### src/rtl/umi_regbank.sv
// Flop-based register bank behind umi_regif.
// One request per transaction, optional wait states, UMI error codes.
module umi_regbank #(
  parameter int          RW   = 32,
  parameter int          AW   = 64,
  parameter int          REGS = 16,
  parameter int          WAIT = 0,
  parameter logic [RW-1:0] ID = '0
) (
  input  logic          clk,
  input  logic          reset,
  input  logic          reg_write,
  input  logic          reg_read,
  input  logic [AW-1:0] reg_addr,
  input  logic [RW-1:0] reg_wrdata,
  input  logic [1:0]    reg_prot,
  output logic [RW-1:0] reg_rddata,
  output logic          reg_ready,
  output logic [1:0]    reg_err,
  output logic          busy
);

  localparam int IW = $clog2(REGS);

  localparam logic [1:0] S_IDLE = 2'd0;
  localparam logic [1:0] S_WAIT = 2'd1;
  localparam logic [1:0] S_RESP = 2'd2;

  localparam logic [7:0] WLOAD =
    (WAIT > 0) ? 8'(WAIT - 1) : 8'd0;
  localparam logic [1:0] S_NEXT =
    (WAIT > 0) ? S_WAIT : S_RESP;

  logic [1:0]    state;
  logic [7:0]    cnt;
  logic [RW-1:0] regs [1:REGS-1];

  logic [IW-1:0] idx;
  logic          req;
  logic          dec_err;
  logic          dev_err;
  logic [1:0]    err;
  logic          we;
  logic [RW-1:0] rd_val;
  logic          unused;

  assign idx = reg_addr[2 +: IW];
  assign req = reg_write | reg_read;
  assign unused = reg_prot[1];

  assign dec_err = |reg_addr[AW-1:2+IW];

  // The upper half of the bank is write-protected for unprivileged masters.
  assign dev_err = (|reg_addr[1:0])
    | (reg_write & (idx == '0))
    | (reg_write & idx[IW-1] & ~reg_prot[0]);

  always_comb begin
    err = 2'b00;
    if (dec_err)
      err = 2'b11;
    else if (dev_err)
      err = 2'b10;
  end

  assign we = reg_write & (err == 2'b00);

  always_comb begin
    rd_val = '0;
    if (idx == '0)
      rd_val = ID;
    for (int i = 1; i < REGS; i++)
      if (idx == IW'(i))
        rd_val = regs[i];
  end

  always_ff @(posedge clk) begin
    if (reset) begin
      state      <= S_IDLE;
      cnt        <= '0;
      reg_rddata <= '0;
      reg_err    <= 2'b00;
      for (int i = 1; i < REGS; i++)
        regs[i] <= '0;
    end else begin
      unique case (state)
        S_IDLE: begin
          if (req) begin
            reg_err <= err;
            reg_rddata <=
              (~reg_write && err == 2'b00)
              ? rd_val : '0;
            for (int i = 1; i < REGS; i++)
              if (we && idx == IW'(i))
                regs[i] <= reg_wrdata;
            cnt   <= WLOAD;
            state <= S_NEXT;
          end
        end
        S_WAIT: begin
          if (cnt == 8'd0)
            state <= S_RESP;
          else
            cnt <= cnt - 8'd1;
        end
        S_RESP:  state <= S_IDLE;
        default: state <= S_IDLE;
      endcase
    end
  end

  assign reg_ready = (state == S_RESP);
  assign busy      = (state != S_IDLE);

endmodule

### config.mk
export PLATFORM = sky130hd
export DESIGN_NAME = umi_regbank
export DESIGN_NICKNAME = d
export VERILOG_FILES = /design/src/rtl/umi_regbank.sv
export SDC_FILE = /design/constraint.sdc
export NUM_CORES = 1
export LEC_CHECK = 0
export ABC_CLOCK_PERIOD_IN_PS = 8600
export BUFFER_PORTS_ARGS = -buffer_cell sky130_fd_sc_hd__buf_2
export CAP_MARGIN = 10
export CORE_UTILIZATION = 50
export DETAILED_ROUTE_END_ITERATION = 10
export PLACE_DENSITY = 0.68
export REMOVE_ABC_BUFFERS = 1
export SLEW_MARGIN = 25
export SYNTH_ARGS = -nofsm -noshare
export SYNTH_HDL_FRONTEND = slang
export SYNTH_SLANG_ARGS = --single-unit
### constraint.sdc
create_clock -name clk -period 8.6 [get_ports clk]
set_input_delay 1.72 -clock clk [delete_from_list [all_inputs] [get_ports clk]]
set_output_delay 1.72 -clock clk [all_outputs]
set_load 0.01 [all_outputs]
* Word-level counts from Yosys, hierarchy flattened *
Memories as Yosys holds them, arrays and structs flattened.
Index checks and enable logic that the tools add are counted.

cells by class
  reductions and logical operators = 27
  bitwise gates (word level) = 24
  add/sub/neg operators = 1
  equality and inequality tests = 20
  mux-type cells = 116

operators with widths
  operator                                          number
  two-way mux 32 bit                                31
  two-way mux 1 bit                                 77
  OR reduction 58 bit                               1
  == test 4 bit, second input constant              8
  bitwise OR 1 bit                                  18
  == test 4 x 3 -> 1 bit, second input constant     4
  logical AND 1 bit                                 16
  two-way mux 8 bit                                 2
  case mux 8 bit (2 select lines)                   1
  == test 4 x 2 -> 1 bit, second input constant     2
  zero test 8 bit                                   1
  two-way mux 2 bit                                 4
  subtractor 8 x 1 -> 8 bit, second input constant  1
  != test 2 bit, second input constant              3
  bitwise AND 1 bit                                 4
  == test 4 x 1 -> 1 bit, second input constant     1
  zero test 2 bit                                   2
  zero test 4 bit                                   1
  case mux 2 bit (2 select lines)                   1
  AND reduction 2 bit                               2
  nonzero test 2 bit                                2
  AND reduction 3 bit                               1
  == test 2 x 1 -> 1 bit, second input constant     1
  == test 2 bit, second input constant              1
  other kinds (2)                                   3

storage, ports and cells
  register bits after elaboration = 44
  bits of input ports = 102
  bits in writable memories = 480
  memories = 1

memory list
  name  depth  width  read ports  clocked after memory_dff  wr ports  line  RTL
  regs  15     32     15          0                         15        36    logic [RW-1:0] regs [1:REGS-1];

* Logic depth before layout (Yosys ltp) *
  depth in word-level cells = 17
  mapped depth = 11

* Least setup slack after synthesis *
Ideal clock, no wire load.

  path kind = input -> register
  from = input reg_addr[40]
  to = register regs[0][64] (netlist name)
  path slack = 4.077 ns
  buffers on the path = 2
  data arrival time = 4.134 ns
  library setup time = 0.389 ns
  cell stages on the path = 8
  cell sequence = nor4_1 nand3_1 or4_4 nor4_4 buf_4 nand2_1 buf_2 nand2_1

RTL lines
  what                line  RTL
  start: declaration  14    input logic [AW-1:0] reg_addr,

==> reports/qor.csv <==
stage,metric,value,unit
power,peakVddDrop,0.166,mV
global_routing,grt_pass1_vias,17173,
die,die-area,46800,um2
routing,wire_per_inst,27.7,um
die,io_pins,138,
sta,rsz0062_at_grt,false,
clock_network,root_buffer,clkbuf_16,
clock_network,ctsResizeCount,0,
die,start_util,50.6,%
synthesis,async_flop_share,0,%
power,power_leakage,8.62,nW
sta,tightest_slew,1.15,ns
global_routing,grt_overflow,0,
clock_network,clkLatencyLatePin,0.60,ns
clock_network,ctsHoldBuffers,0,
place,postPlaceCellArea,24100,um2
place,routabilityCongestion,0.849,
routing,first_pass_iters,8,
cells_and_area,fin_nets,2168,
clock_network,cts_sinks,515,
synthesis,ys_types,62,
sta,relSlewSlack,21.2,%
clock_network,cts_buffers,53,
sta,fin_crit_sh,56.1,%
cells_and_area,drive_above_1_share,15.5,%
clock_network,clkTransAtPathRegs,0.06,ns
setup_path,cp.required,8.83,ns
setup_path,r2r_end,regs[0][95],
setup_path,critPathCaptureType,register,
place,numPortBuffers,136,
run_status,status,"finished, final reports clean",
setup_path,crit_end,regs[0][95],
setup_path,crit_type,input port to register,
routing,postRouteWirelength,75.0,mm
synthesis,synthFlopType,edfxtp_1,
setup_path,start_kind,input port,
routing,routed-via-count,17419,
synthesis,synth_edf_count,480,
hold_path,hold_class,register to register,
sta,skew,0.0125,ns
synthesis,ys_warn_count,0,
die,die_x,216,um
cells_and_area,fill_cells,3715,
cells_and_area,stdcell_area,25800,um2
sta,min_period,4.83,ns
setup_path,crit_path_start,reg_addr[5],
sta,finalHoldViolations,0,
setup_path,crit_arrival,5.06,ns
global_routing,antenna_found_initial,1,
synthesis,synth_area,23000,um2
flow_run,maxCapViolCount,0,
sta,drv_slew,0,
routing,drt_iter0_markers,2267,
setup_path,r2r_slack,5.80,ns
die,fp-row-count,78,
synthesis,syn_inst,2009,
synthesis,ys_ff_latch,515,
synthesis,synth_seq_area_share,65.8,%
clock_network,cts_tree,built,
cells_and_area,postLayoutCoreUtil,56.8,%
global_routing,grt_max_degree,58,
die,core,45400,um2
power,powerDensity,216,nW/um2
setup_path,path_max_fanout,39,
routing,postRouteAntennaNets,0,
clock_network,h-tree-depth,2,
setup_path,worst_r2r_startpoint,state[1],
global_routing,grt_pass1_wl,109,mm
sta,setup_viol,0,
sta,finalSetupTns,0,ns
clock_network,post_cts.repair.setup_buffers,0,
setup_path,r2r_cells,4,
sta,fmax,0.207,GHz
clock_network,cts.path.max_buffers,3,
cells_and_area,syn_to_final_growth,12.3,%
global_routing,grt_usage,31.9,%
place,hpwl,39.6,mm
routing,vias_per_cell,6.43,
routing,drcViolationCount,0,
synthesis,syn_avg_cell_area,11.4,um2
die,fp.dieH,216,um
## cell families (layout without fill, tap and decap cells)
kind of cell | Yosys count | after routing | synth area share, %
multiplexers | 84 | 84 | 4.06
AND/OR/NAND/NOR | 817 | 817 | 14.7
AO/OA/AOI/OAI | 401 | 401 | 11.8
flip-flops | 515 | 515 | 65.8
buffers and inverters | 192 | 291 | 3.57
other | 0 | 1 | 0
## area by class of cell
cell class	count	area, um2	share of cell area (%)
Inverter	9	33.8	0.131
Clock buffer	80	1490	5.77
Sequential cell	515	15100	58.6
Tap cell	600	751	2.91
Multi-Input combinational cell	1302	7180	27.9
Antenna cell	1	2.50	0.00970
Timing Repair Buffer	185	1060	4.11
Clock inverter	17	154	0.597
## power by group
group / switching (mW) / internal [mW] / leakage (nW)
clock network: 0.955 / 1.28 / 0.798
registers: 0.0371 / 2.85 / 4.84
logic: 0.316 / 0.124 / 2.98
total: 1.31 / 4.25 / 8.62
## metrics by stage
step | worst slack, ns | std cells | power (mW) | hold WS (ns)
5_1_grt | 3.80 | 2708 | 5.67 | 0.482
4_1_cts | 3.97 | 2708 | 5.54 | 0.455
6_report | 3.77 | 2709 | 5.56 | 0.450
3_3_place_gp | 3.08 | 2611 | 3.35 | 0.436
2_1_floorplan | 3.26 | 1826 | 3.15 | 0.469
3_5_place_dp | 3.36 | 2611 | 3.36 | 0.440
## Yosys cell counts, types with 5 or more instances
library cell | n | area share, %
nor2_1 | 571 | 9.3
edfxtp_1 | 480 | 63
nand2_1 | 119 | 1.9
clkbuf_1 | 96 | 1.6
buf_2 | 73 | 1.6
a21oi_1 | 71 | 1.5
o21ai_0 | 69 | 1.5
mux2i_1 | 56 | 2.4
o22ai_1 | 50 | 1.4
dfxtp_1 | 35 | 3.1
o2bb2ai_1 | 33 | 1.3
a22oi_1 | 32 | 1.0
nand3_1 | 29 | 0.63
mux2_2 | 23 | 1.1
a211oi_1 | 20 | 0.65
a31oi_1 | 17 | 0.46
nor3_1 | 17 | 0.37
nor4_1 | 16 | 0.44
o211ai_1 | 15 | 0.49
o221ai_1 | 14 | 0.53
a221oi_1 | 12 | 0.46
and2_1 | 12 | 0.33
buf_1 | 12 | 0.20
nand2b_1 | 12 | 0.33
o31ai_1 | 12 | 0.39
nand3b_1 | 9 | 0.29
nor2b_1 | 9 | 0.25
a21o_1 | 7 | 0.23
inv_1 | 7 | 0.11
a31o_2 | 5 | 0.19
mux4_2 | 5 | 0.49
o41ai_1 | 5 | 0.19
or3_1 | 5 | 0.14
## worst max-delay path, cell delays in order
cell,delay (ns)
buf_4,0.17
buf_4,0.33
buf_4,0.39
nor3_1,0.78
nand2_1,0.76
nand2_4,0.81
## sequential cells by signal, indices dropped and copies added (netlist names)
signal	cells
state	1
reg_err	2
reg_rddata	32
regs	480
## cell usage in the layout, fill, tap and decap left out, types with 6 or more instances in the layout
cell	count
nor2_1	570
clkbuf_1	21
and2_1	12
a211oi_1	20
a22oi_1	32
o211ai_1	15
buf_4	51
nand2b_1	10
nand2_4	14
o221ai_1	14
clkinv_2	6
mux2i_1	56
o31ai_1	12
a31oi_1	17
edfxtp_1	480
nand2_1	103
nor3_1	17
dfxtp_1	35
o2bb2ai_1	33
a221oi_1	12
a21oi_1	71
nand3b_1	9
clkbuf_16	53
a21o_1	7
buf_2	133
nor2b_1	6
o22ai_1	50
nor4_1	16
inv_1	6
clkbuf_8	6
nand3_2	9
mux2_2	23
clkinv_1	8
o21ai_0	69
nand3_1	24
## worst min-delay path by stage
stage / endpoint / startpoint / cells after the start / slack, ns
after floorplan: reg_rddata[26] / reg_rddata[26] / 2 / 0.47
after global placement: reg_rddata[18] / reg_rddata[18] / 2 / 0.44
after detailed placement: reg_rddata[18] / reg_rddata[18] / 2 / 0.44
after CTS: reg_rddata[18] / reg_rddata[18] / 2 / 0.45
after global routing: reg_rddata[22] / reg_rddata[22] / 2 / 0.48
final: reg_rddata[18] / reg_rddata[18] / 2 / 0.45
## routing by layer
metal | global-route usage, % | vias to the layer above | share of wire (%)
met3 | 6.06 | 239 | 12
met2 | 50.8 | 1294 | 46
met4 | 15.9 | 0 | 4.9
li1 | - | 7429 | -
met5 | 0 | - | 0
met1 | 41.9 | 8457 | 37
No activity file was read; power rests on OpenSTA's default activity.
